[config.mk]
export PLATFORM = sky130hd
export DESIGN_NAME = select_debouncer
export DESIGN_NICKNAME = d
export VERILOG_FILES = /design/src/rtl/select_pkg.sv /design/src/rtl/sync_2ff.sv /design/src/rtl/select_debouncer.sv
export SDC_FILE = /design/constraint.sdc
export NUM_CORES = 1
export LEC_CHECK = 0
export ABC_AREA = 1
export BUFFER_PORTS_ARGS = -buffer_cell sky130_fd_sc_hd__buf_2
export CAP_MARGIN = 20
export CORE_MARGIN = 4
export CORE_UTILIZATION = 55
export DETAILED_ROUTE_END_ITERATION = 7
export PLACE_DENSITY = 0.81
export SLEW_MARGIN = 20
export SYNTH_ARGS = -nofsm -noshare
export SYNTH_HDL_FRONTEND = slang
export SYNTH_SLANG_ARGS = --single-unit
[constraint.sdc]
create_clock -name clk -period 1.6 [get_ports clk]
set_input_delay 0.16 -clock clk [delete_from_list [all_inputs] [get_ports clk]]
set_output_delay 0.16 -clock clk [all_outputs]
set_load 0.005 [all_outputs]
[src/rtl/select_pkg.sv]
// Shared types and board-level timing constants for the select debouncer.
package select_pkg;

   typedef enum logic [1:0] {S_LOW, S_RISE, S_HIGH, S_FALL} db_state_t;

   localparam int unsigned CLK_HZ      = 12_000_000;
   localparam int unsigned DEBOUNCE_MS = 10;
   localparam int unsigned REPEAT_MS   = 500;

   function automatic int unsigned ms_to_cycles(input int unsigned ms);
      return CLK_HZ / 1000 * ms;
   endfunction

endpackage

[src/rtl/sync_2ff.sv]
// Two-flop synchroniser bringing an asynchronous level into the clk domain.
module sync_2ff (
   input  logic clk,
   input  logic rst,
   input  logic d,
   output logic q
);

   logic meta;

   // NOTE: non-blocking assignments make meta and q a true two-stage shift
   // register; blocking here would collapse it into a single flop.
   always_ff @(posedge clk or posedge rst) begin
      if (rst) begin
         meta <= 1'b0;
         q    <= 1'b0;
      end else begin
         meta <= d;
         q    <= meta;
      end
   end

endmodule

[src/rtl/select_debouncer.sv]
// Debounces a raw button and toggles a registered mux select on each press.
// Define HOLD_REPEAT_EN to auto-repeat the toggle while the button is held.
module select_debouncer
   import select_pkg::*;
#(
   parameter int unsigned STABLE_CYCLES = ms_to_cycles(DEBOUNCE_MS),
   parameter logic        SEL_RESET     = 1'b0,
   parameter int unsigned REPEAT_CYCLES = ms_to_cycles(REPEAT_MS)
) (
   input  logic clk,
   input  logic rst,
   input  logic btn_in,
   output logic btn_level,
   output logic press_pulse,
   output logic sel_out
);

   localparam int unsigned     CW       = $clog2(STABLE_CYCLES + 1);
   localparam logic [CW-1:0]   CNT_LAST = CW'(STABLE_CYCLES - 1);
   localparam logic [CW-1:0]   CNT_ONE  = CW'(1);

   if (STABLE_CYCLES < 2) begin : g_bad_stable
      $error("select_debouncer: STABLE_CYCLES must be at least 2");
   end
   if (REPEAT_CYCLES < 2) begin : g_bad_repeat
      $error("select_debouncer: REPEAT_CYCLES must be at least 2");
   end

   logic          btn_s;
   db_state_t     state, state_nxt;
   logic [CW-1:0] cnt, cnt_nxt;
   logic          level_nxt, pulse_nxt, sel_nxt;

   sync_2ff u_sync (
      .clk (clk),
      .rst (rst),
      .d   (btn_in),
      .q   (btn_s)
   );

`ifdef HOLD_REPEAT_EN
   localparam int unsigned   RW       = $clog2(REPEAT_CYCLES + 1);
   localparam logic [RW-1:0] REP_LAST = RW'(REPEAT_CYCLES - 1);

   logic [RW-1:0] rep_cnt, rep_nxt;

   always_ff @(posedge clk or posedge rst) begin
      if (rst) rep_cnt <= '0;
      else     rep_cnt <= rep_nxt;
   end
`endif

   always_ff @(posedge clk or posedge rst) begin
      if (rst) begin
         state       <= S_LOW;
         cnt         <= '0;
         btn_level   <= 1'b0;
         press_pulse <= 1'b0;
         sel_out     <= SEL_RESET;
      end else begin
         state       <= state_nxt;
         cnt         <= cnt_nxt;
         btn_level   <= level_nxt;
         press_pulse <= pulse_nxt;
         sel_out     <= sel_nxt;
      end
   end

   // NOTE: every output of this block gets a default first, so no path
   // through the case can leave a signal unassigned and infer a latch.
   always_comb begin
      state_nxt = state;
      cnt_nxt   = cnt;
      level_nxt = btn_level;
      pulse_nxt = 1'b0;
      sel_nxt   = sel_out;
`ifdef HOLD_REPEAT_EN
      rep_nxt   = rep_cnt;
`endif
      case (state)
         S_LOW: begin
            if (btn_s) begin
               state_nxt = S_RISE;
               cnt_nxt   = CNT_ONE;
            end else begin
               cnt_nxt   = '0;
            end
         end
         S_RISE: begin
            if (!btn_s) begin
               state_nxt = S_LOW;
               cnt_nxt   = '0;
            end else if (cnt == CNT_LAST) begin
               state_nxt = S_HIGH;
               cnt_nxt   = '0;
               level_nxt = 1'b1;
               pulse_nxt = 1'b1;
               sel_nxt   = ~sel_out;
`ifdef HOLD_REPEAT_EN
               rep_nxt   = '0;
`endif
            end else begin
               cnt_nxt   = cnt + CNT_ONE;
            end
         end
         S_HIGH: begin
            if (!btn_s) begin
               state_nxt = S_FALL;
               cnt_nxt   = CNT_ONE;
`ifdef HOLD_REPEAT_EN
               rep_nxt   = '0;
`endif
            end else begin
               cnt_nxt   = '0;
`ifdef HOLD_REPEAT_EN
               if (rep_cnt == REP_LAST) begin
                  pulse_nxt = 1'b1;
                  sel_nxt   = ~sel_out;
                  rep_nxt   = '0;
               end else begin
                  rep_nxt   = rep_cnt + RW'(1);
               end
`endif
            end
         end
         S_FALL: begin
            // A bounce back to high re-enters S_HIGH and restarts any repeat interval.
            if (btn_s) begin
               state_nxt = S_HIGH;
               cnt_nxt   = '0;
`ifdef HOLD_REPEAT_EN
               rep_nxt   = '0;
`endif
            end else if (cnt == CNT_LAST) begin
               state_nxt = S_LOW;
               cnt_nxt   = '0;
               level_nxt = 1'b0;
            end else begin
               cnt_nxt   = cnt + CNT_ONE;
            end
         end
         default: begin
            state_nxt = S_LOW;
            cnt_nxt   = '0;
         end
      endcase
   end

endmodule
Word-level counts from Yosys, hierarchy flattened:

Cells that the tools add are included.

* flip-flop bits (word level): 24
* input bits: 3
* output and inout port bits: 3
* word-level logic and storage cells: 47

* add/subtract/negate cells: 1
* equal/unequal tests: 12
* multiplexer cells: 21
* bitwise operators: 1
* reductions and logical operators: 5

Operators with widths (count)
* case mux 17 bit (4 select lines): 1
* 2-to-1 mux 17 bit: 3
* adder 17 x 1 -> 17 bit (second input constant): 1
* == test 17 bit (second input constant): 1
* 2-to-1 mux 2 bit: 6
* 2-to-1 mux 1 bit: 9
* inequality test 2 bit (second input constant): 4
* case mux 2 bit (4 select lines): 1
* AND reduction 5 bit: 1
* == test 2 bit (second input constant): 2
* inequality test 2 x 1 -> 1 bit (second input constant): 2
* AND reduction 4 bit: 1
* inequality test 3 x 2 -> 1 bit (second input constant): 1
* inequality test 3 bit (second input constant): 1
* AND reduction 3 bit: 1
* == test 2 x 1 -> 1 bit (second input constant): 1
* zero test 2 bit: 1
* case mux 1 bit (2 select lines): 1
* nonzero test 2 bit: 1
* NOT 1 bit: 1

Longest topological paths before layout:

Gate-level depths: netlist of the first run.

* word-level depth: 4
* mapped depth: 9
* depth with buffers taken out: 9

Cells and area by module:

From an unflattened synthesis of the first run, not the netlist that was laid out.

* cell total of the unflattened synthesis: 161
* area, all modules: 1239.9 um2

By module, submodules not included
* select_debouncer: instances 1, cells each 158, area each 1186.1 um2, seq. area each 550.5 um2
* sync_2ff: instances 1, cells each 3, area each 53.8 um2, seq. area each 50.0 um2

Worst setup path before layout of the first run:

Ideal clock, no wire load.

* path kind: reg2reg
* from: reg cnt[0]
* to: reg state[0]
* library setup time: 0.128 ns
* arrival: 1.218 ns
* required time: 1.472 ns
* slack: 0.254 ns
* stages on the path, launching flop included: 8
* buffers on the path: 1
* period minus slack after synthesis: 1.346 ns
* cell sequence: dfrtp_1 > ha_1 > nand3_2 > nor2_1 > nand3_2 > nand2_2 > buf_6 > o21ai_2

* cells in the longest elaborated chain, start to end: 3
* elaborated cells between the ends (all ways): 4
* classes of those cells: eq/ne (3); reduce/logical (1)

Ends and longest elaborated chain
* start, declared: RTL line select_debouncer.sv:31 `logic [CW-1:0] cnt, cnt_nxt;`
* start signal, assigned: RTL line select_debouncer.sv:62 `cnt <= cnt_nxt;`
* == test 17 bit *: RTL line select_debouncer.sv:93, select_debouncer.sv:134
* inequality test 3 bit (no line) / inequality test 3 x 2 -> 1 bit (equally long branches)
* AND reduction 4 bit (no line) *
* end signal, assigned: RTL line select_debouncer.sv:61 `state <= state_nxt;`
* end, declared: RTL line select_debouncer.sv:30 `db_state_t state, state_nxt;`

Mark *: on every way between the ends. The rest lies on a longest branch, timed or not.
A chain may end at the register's enable or synchronous reset.

Final worst setup path of the first run:

* from: reg cnt[0]
* to: reg cnt[13]

* cells in the longest elaborated chain, start to end: 4
* elaborated cells between the ends (all ways): 6
* classes of those cells: add/sub (1); eq/ne (1); mux (4)

Ends and longest elaborated chain
* adder 17 x 1 -> 17 bit / == test 17 bit (equally long branches)
* 2-to-1 mux 17 bit *: RTL line select_debouncer.sv:93, select_debouncer.sv:134
* 2-to-1 mux 17 bit, on equally long branches: RTL line select_debouncer.sv:128, select_debouncer.sv:90
* case mux 17 bit (4 select lines) *: RTL line select_debouncer.sv:80 `case (state)`
* net cnt_nxt[13]: RTL line select_debouncer.sv:31

Mark *: on every way through the listed nets, which the timed path passes. The rest lies on a longest branch.

==> metrics.txt, run 1 <==
post-synthesis compound-gate area fraction=2.552%; starting density of the core=58.71%; run status=finished clean; Simple-Gate Fraction of Synth Area=38.09%; TritonCTS buffer count=3; Peak VDD IR=0.6143 mV; Setup Fix Bufs, Post-CTS=0; Critical Path RT=1.80 ns; mean post-synth cell area=7.833 um2; Core Region=2255 um2; period utilisation layout=91.81%; aggregate routed wire length=2569 um; dpl hpwl=1991 um; Hold Path Sink=u_sync.q$_DFF_PP0_; R2R depth=6; Leak=0.6530 nW; hold_sp=u_sync.meta$_DFF_PP0_; number of synthesized register bits=24; vias in the first global route=1125; DRT Pass-1 Iters=4; final setup fails=0; Net Count, Synth=173; vias per cell=5.139; chip height=57.06 um; Pins Over Slew Limit=0; Final min period=1.469 ns; DRC=0; Hold Crit Depth=0; Fin. Hold Viols=0; global-route total usage across every layer=18.04%; Max Root-Sink Buffers=2; Finished Layout Cells=208; post-synthesis xor/xnor area fraction=3.970%; mux cell area share after synthesis=0%; PwrDens=712.5 nW/um2; Synth cell types=22; CTS root buf=clkbuf_4; global-route wire length before repair=4657 um; Clock Skew=0.006780 ns; setup repair after global routing missed its margin=yes; Slew @ Worst Pin=0.3832 ns; Sink Count=24; total congestion overflow=0; final hold slack=0.3705 ns; vias post-DR=1069; largest family of logic cells by synthesized area=simple AND/OR/NAND/NOR gates; Hold Crit Class=reg2reg; CTS clk-pin slew, worst paths=0.13 ns; largest net degree at the start of global routing=25; H-tree depth=1; ratio of cells with drive above 1 in the final layout=17.22%; Cell Rows=17; Worst setup EP type=flop; antenna viol nets, final=0; DRT iter0 DRCs=51; critical setup path kind=reg2reg; Rel. slew slack=74.27%; GPL Wtd Cong=0.8881; antenna violations before repair=0; Overall Power=0.001034 W; internal reg-to-reg setup slack=0.13 ns; Worst Path Max Fanout=14; MaxCap Viol Count=0; n_diodes=0; placed cells=202; Yosys Warn Count=0; Setup TNS Final=0 ns; beginning of the worst register-to-register path=cnt[0]$_DFF_PP0_; Mapped Area=1324 um2; # port buffers=5; NumNets Final=185; TritonCTS clock tree=yes; DR WL/cell=12.35 um; sequential fraction of the synthesis area=45.37%; Adder-Cell Fraction of Synth Area=0.9452%; Cells after Synth=169; worst reg2reg endpoint=cnt[13]$_DFF_PP0_; worst skew pair latency=0.31 ns; Arr. time, crit path=1.67 ns; die width=57.06 um; P&R area growth vs syn=9.641%; # IOs=6; max frequency=0.6807 GHz; DIE AREA=3256 um2; critical path launch point type=flop
==> layout by cell type, fill, tap and decap left out <==
cell	Yosys	final
nor2_1	27	25
buf_2	0	5
nand4_1	3	3
inv_2	1	1
inv_1	26	26
nor3_1	6	6
a21oi_1	3	3
ha_1	1	1
clkbuf_8	0	1
nor2_4	2	3
clkbuf_4	0	3
nand3_2	3	3
nand2_2	3	2
nor3_2	4	4
xnor2_1	2	2
nor2_2	4	5
nor3b_1	2	2
dfrtp_1	24	24
nand2_4	0	1
nand2_1	34	34
buf_4	1	2
nand3_1	15	15
o21ai_2	1	1
xor2_1	4	4
dlygate4sd3_1	0	2
o21ai_0	2	2
==> timing repair <==
action	4_1_cts	5_1_grt
endpoints found under the hold margin	25	0
hold buffers	2	0
endpoints found under the setup margin	0	18
resized for setup	0	4
==> worst max-delay path by stage <==
| stage | startpoint | depth (start not counted) | endpoint |
|---|---|---|---|
| after floorplan | cnt[0]$_DFF_PP0_ | 7 | state[0]$_DFFE_PP0P_ |
| after global placement | cnt[0]$_DFF_PP0_ | 6 | cnt[5]$_DFF_PP0_ |
| after detailed placement | cnt[0]$_DFF_PP0_ | 6 | cnt[13]$_DFF_PP0_ |
| after CTS | cnt[0]$_DFF_PP0_ | 6 | cnt[13]$_DFF_PP0_ |
| after global routing | cnt[0]$_DFF_PP0_ | 9 | cnt[16]$_DFF_PP0_ |
| final | cnt[0]$_DFF_PP0_ | 6 | cnt[13]$_DFF_PP0_ |
==> through the flow <==
| step | setup WS, ns | area, um2 | utilization, % |
|---|---|---|---|
| finish | 0.1310 | 1451 | 64.37 |
| detailed placement | 0.03551 | 1380 | 61.21 |
| global route | -0.01227 | 1451 | 64.37 |
| CTS | 0.03078 | 1436 | 63.71 |
| floorplan | 0.2542 | 1324 | - |
| global placement | 0.1543 | 1380 | 61.21 |
==> worst max-delay path, stage by stage, from the launching register on <==
cell     delay [ns]
dfrtp_1        0.41
ha_1           0.23
nand3_2        0.13
nor2_1         0.14
nand3_2        0.16
nand2_4        0.21
nor2_1         0.08
==> per-layer routing <==
| layer | global-route usage [%] | vias up | part of all wire, % |
|---|---|---|---|
| met5 | 0 | - | 0 |
| met3 | 2.262 | 4 | 1.6 |
| met2 | 33.12 | 12 | 53 |
| li1 | - | 544 | - |
| met1 | 21.82 | 509 | 44 |
| met4 | 5.629 | 0 | 0.82 |
==> cell usage after synthesis <==
library cell	n	area (um2)
nand2_1	34	127.6
nor2_1	27	101.4
inv_1	26	97.59
dfrtp_1	24	600.6
nand3_1	15	75.07
nor3_1	6	30.03
nor2_2	4	25.02
nor3_2	4	40.04
xor2_1	4	35.03
a21oi_1	3	15.01
nand2_2	3	18.77
nand3_2	3	30.03
nand4_1	3	18.77
nor2_4	2	22.52
nor3b_1	2	15.01
o21ai_0	2	10.01
xnor2_1	2	17.52
buf_4	1	7.510
buf_6	1	11.26
ha_1	1	12.51
inv_2	1	3.750
o21ai_2	1	8.760
==> sequential cells by signal, indices dropped and copies added (netlist names), named ones only <==
register / cells
u_sync.q: 1
u_sync.meta: 1
state: 1
cnt: 17
press_pulse: 1
sel_out: 1
btn_level: 1
==> final cells by class <==
type | instances | area [um2]
Clock buffer | 4 | 36.28
Fill cell | 210 | 803.3
Inverter | 27 | 101.3
Multi-Input combinational cell | 116 | 618.1
Sequential cell | 24 | 600.6
Tap cell | 28 | 35.03
Timing Repair Buffer | 9 | 60.06
==> cells by family (layout without fill, tap and decap cells) <==
kind of cell               after synthesis  count (layout)
AOI/OAI and AO/OA                        6               6
DFF                                     24              24
adders and majority gates                1               1
buffers and inverters                   29              40
xor gates and xnor gates                 6               6
and+or+nand+nor                        103             103
==> report_power, final <==
part,leakage [nW],internal (W),switching [W]
Clock,0.0210,0.000139,0.000176
Sequential,0.326,0.000620,0.0000148
Combinational,0.306,0.0000300,0.0000545
(Power assumes the default switching activity.)
==> run 2, diff against run 1 <==
--- a/config.mk
+++ b/config.mk
@@ -13,3 +13,4 @@
 export DETAILED_ROUTE_END_ITERATION = 7
-export PLACE_DENSITY = 0.81
+export GPL_TIMING_DRIVEN = 0
+export PLACE_DENSITY_LB_ADDON = 0.08
 export SLEW_MARGIN = 20
==> constraint.sdc (replaced) <==
create_clock -name clk -period 1.6 [get_ports clk]
set_input_delay 0.4 -clock clk [delete_from_list [all_inputs] [get_ports clk]]
set_output_delay 0.4 -clock clk [all_outputs]
set_load 0.005 [all_outputs]
==> metrics.txt, run 2 (same netlist as run 1, synthesis figures left out) <==
run status=finished clean; Fin. Hold Viols=0; DIE AREA=3256 um2; DRT iter0 DRCs=40; MaxCap Viol Count=0; NumNets Final=187; largest reg by FF count=cnt; Hold Path Sink=u_sync.meta$_DFF_PP0_; Hold Crit Depth=1; Max Root-Sink Buffers=2; Final min period=1.504 ns; CTS clk-pin slew, worst paths=0.12 ns; DRC=0; TritonCTS clock tree=yes; antenna viol nets, final=0; Leak=0.6537 nW; antenna violations before repair=0; FILL cells=213; Sink Count=24; leading cell type in the layout, fill and taps excluded=nand2_1; worst skew pair latency=0.31 ns; max frequency=0.6649 GHz; Arr. time, crit path=1.71 ns; P&R area growth vs syn=9.263%; worst reg2reg endpoint=state[0]$_DFFE_PP0P_; TritonCTS buffer count=3; Placed Area=1384 um2; internal reg-to-reg setup slack=0.1 ns; Cell Rows=17; GPL Wtd Cong=0.8775; starting density of the core=58.71%; CTS root buf=clkbuf_4; Core Region=2255 um2; DRT Pass-1 Iters=4; Overall Power=0.0009894 W; Slew @ Worst Pin=0.9183 ns; DR WL/cell=13.17 um; Hold Crit Class=in2reg; # IOs=6; die width=57.06 um; vias post-DR=1082; hold_sp=btn_in; PwrDens=684.0 nW/um2; dpl hpwl=2092 um; final setup fails=0; max FFs per register=17; H-tree depth=1; chip height=57.06 um; Worst setup EP type=flop; n_diodes=0; # port buffers=5; Peak VDD IR=0.5200 mV; R2R depth=7; beginning of the worst register-to-register path=cnt[0]$_DFF_PP0_; Clock Skew=0.001470 ns; most frequent cells in the layout=nand2_1 (34), inv_1 (26), nor2_1 (26); total congestion overflow=0; Critical Path RT=1.81 ns; vias in the first global route=1071; fin area=1446 um2; aggregate routed wire length=2752 um; global-route total usage across every layer=18.74%; Pins Over Slew Limit=0; critical path launch point type=flop; global-route wire length before repair=4802 um; critical setup path kind=reg2reg; Worst Path Max Fanout=10; setup repair after global routing missed its margin=yes; ratio of cells with drive above 1 in the final layout=18.78%; period utilisation layout=94.01%; vias per cell=5.177; Rel. slew slack=38.71%; largest net degree at the start of global routing=25; Critical Path Start=cnt[0]$_DFF_PP0_
-- run 2: cell count changes in the layout (fill, tap and decap cells not counted), sizes merged --
cell         before  now
clkbuf            4    3
buf               7   11
dlygate4sd3       2    0
-- run 2: worst max-delay path by stage --
stage | endpoint | slack, ns | cells after the start
5_1_grt | state[0]$_DFFE_PP0P_ | -0.01 | 7
6_report | state[0]$_DFFE_PP0P_ | 0.1 | 7
4_1_cts | cnt[13]$_DFF_PP0_ | 0.008 | 7
2_1_floorplan | state[0]$_DFFE_PP0P_ | 0.25 | 7
3_5_place_dp | state[0]$_DFFE_PP0P_ | 0.02 | 7
3_3_place_gp | state[0]$_DFFE_PP0P_ | 0.06 | 7
-- run 2: final cells by class --
class                           count  area (um2)  share of cell area [%]
Buffer                              2       18.77                   1.298
Clock buffer                        3       22.52                   1.557
Inverter                           27       101.3                   7.007
Multi-Input combinational cell    116       613.1                   42.39
Sequential cell                    24       600.6                   41.52
Tap cell                           28       35.03                   2.422
Timing Repair Buffer                9       55.05                   3.806
-- run 2: what timing repair did --
| action | CTS | global route |
|---|---|---|
| hold buffers | 0 | 0 |
| gates resized for setup | 0 | 3 |
| setup endpoints to repair | 0 | 13 |
| buffers inserted | 0 | 4 |
-- run 2: through the flow --
step | worst slack [ns] | TNS (ns) | std cells | utilization (%) | hold slack, ns
floorplan | 0.2542 | 0 | 169 | - | 0.3312
global placement | 0.06314 | 0 | 202 | 61.38 | 0.3412
detailed placement | 0.02340 | 0 | 202 | 61.38 | 0.3417
CTS | 0.008398 | 0 | 205 | 62.38 | 0.1719
global route | -0.01433 | -0.02502 | 209 | 64.15 | 0.1685
finish | 0.09591 | 0 | 209 | 64.15 | 0.1857
-- run 2: power by group --
| group | switching, W | total (W) | internal, W |
|---|---|---|---|
| logic | 0.0000581 | 0.0000935 | 0.0000354 |
| clock network | 0.000173 | 0.000261 | 0.0000881 |
| registers | 0.0000145 | 0.000635 | 0.000620 |
-- run 2: layer usage --
layer / part of all wire, % / up-vias / global-route usage (%)
met5: 0 / - / 0
met4: 1.6 / 0 / 6.623
met3: 2.7 / 5 / 2.262
met2: 53 / 14 / 32.79
met1: 43 / 508 / 23.75
li1: - / 555 / -
-- run 2: critical path, cell delays in order (launching register included) --
cell,delay [ns]
dfrtp_1,0.41
ha_2,0.22
nand3_2,0.13
nor2_1,0.15
nand3_2,0.15
nand2_4,0.12
buf_6,0.16
o21ai_2,0.06
==> run 3, diff against run 2 <==
- CORE_MARGIN: 4 -> 10
==> metrics.txt, run 3 (same netlist as run 1, synthesis figures left out) <==
Arr. time, crit path=1.77 ns; aggregate routed wire length=2675 um; DRC=0; antenna viol nets, final=0; Critical Path RT=1.81 ns; Fin. Hold Viols=0; DR WL/cell=12.80 um; critical setup path kind=reg2reg; Max Root-Sink Buffers=2; largest net degree at the start of global routing=25; leading cell type in the layout, fill and taps excluded=nand2_1; chip height=69.06 um; GPL Wtd Cong=0.9690; worst skew pair latency=0.31 ns; die width=69.06 um; final setup fails=0; PwrDens=687.1 nW/um2; TritonCTS clock tree=yes; Slew @ Worst Pin=0.9233 ns; Core Region=2255 um2; # port buffers=5; vias in the first global route=999; run status=finished clean; global-route total usage across every layer=10.65%; global-route wire length before repair=4381 um; P&R area growth vs syn=9.263%; H-tree depth=1; starting density of the core=58.71%; n_diodes=0; Worst Path Max Fanout=4; Clock Skew=0.005115 ns; Worst setup EP type=flop; fin area=1446 um2; MaxCap Viol Count=0; Setup TNS Final=0 ns; most frequent cells in the layout=nand2_1 (34), inv_1 (26), nor2_1 (26); period utilisation layout=97.18%; dpl hpwl=1964 um; # IOs=6; total congestion overflow=0; DIE AREA=4769 um2; ratio of cells with drive above 1 in the final layout=18.78%; CTS clk-pin slew, worst paths=0.13 ns; NumNets Final=187; max FFs per register=17; Placed Area=1384 um2; DRT Pass-1 Iters=4; critical path launch point type=flop; Sink Count=24; vias per cell=5.206; max frequency=0.6432 GHz; TritonCTS buffer count=3; Pins Over Slew Limit=0; Cell Rows=17; Hold Crit Class=in2reg; CTS root buf=clkbuf_4; DRT iter0 DRCs=58; largest reg by FF count=cnt; Leak=0.6537 nW; antenna violations before repair=0; vias post-DR=1088; Final min period=1.555 ns; Peak VDD IR=0.4997 mV; Rel. slew slack=38.38%
[run 3: cell counts in the layout (fill, tap and decap cells not counted)]
No cell type changed its count.
[run 3: metal layers]
layer,global-route usage [%],wire (um)
met2,18.55,1351
met4,3.548,43
met5,0,0
met1,12.80,1191
met3,1.712,88
[run 3: final timing paths]
| check | startpoint | endpoint | slack [ns] | cells after the start |
|---|---|---|---|---|
| min | btn_in | u_sync.meta$_DFF_PP0_ | 0.18 | 1 |
| max reg2reg | cnt[0]$_DFF_PP0_ | flop | 0.05 | 7 |
| max | cnt[0]$_DFF_PP0_ | flop | 0.05 | 7 |
| max in group asynchronous | rst | cnt[12]$_DFF_PP0_ | 0.77 | 2 |
| min reg2reg | u_sync.meta$_DFF_PP0_ | u_sync.q$_DFF_PP0_ | 0.37 | 0 |
| min in group asynchronous | rst | cnt[3]$_DFF_PP0_ | 0.26 | 2 |
[run 3: per-stage QoR]
step | power (W) | setup slack, ns | hold WS (ns) | util, % | cells
2_1_floorplan | 0.0007098 | 0.2542 | 0.3312 | - | 169
3_3_place_gp | 0.0007288 | 0.03411 | 0.3405 | 61.38 | 202
3_5_place_dp | 0.0007311 | 0.006985 | 0.3457 | 61.38 | 202
4_1_cts | 0.0009994 | 0.02805 | 0.1769 | 62.71 | 206
5_1_grt | 0.001032 | -0.01245 | 0.1695 | 64.15 | 209
6_report | 0.0009939 | 0.04515 | 0.1847 | 64.15 | 209
[run 3: layout make-up]
| type | instances | area, um2 |
|---|---|---|
| clock buffer | 3 | 22.52 |
| buffer | 2 | 18.77 |
| multi-input combinational | 116 | 613.1 |
| inverter | 27 | 101.3 |
| fill | 204 | 808.3 |
| tap | 28 | 35.03 |
| timing repair buffer | 9 | 55.05 |
| sequential | 24 | 600.6 |
[run 3: report_power, final]
part | internal (W) | total (W) | switching, W
registers | 0.000620 | 0.000633 | 0.0000130
clock network | 0.0000882 | 0.000264 | 0.000176
logic | 0.0000356 | 0.0000961 | 0.0000605
total | 0.000744 | 0.000994 | 0.000250
[run 3: repair_timing]
| action | in CTS | in global routing |
|---|---|---|
| pin swaps | 0 | 0 |
| hold buffers | 0 | 0 |
| setup buffers | 1 | 3 |
| cloned | 0 | 0 |
| resized for setup | 0 | 3 |
| setup endpoints to repair | 7 | 11 |
[run 3: critical path: stages, from the launching register on]
cell and delay, ns:
dfrtp_1 0.38, ha_2 0.21, nand3_2 0.14, nor2_1 0.16, nand3_2 0.16, buf_4 0.20, o21ai_0 0.14, nand2_1 0.07
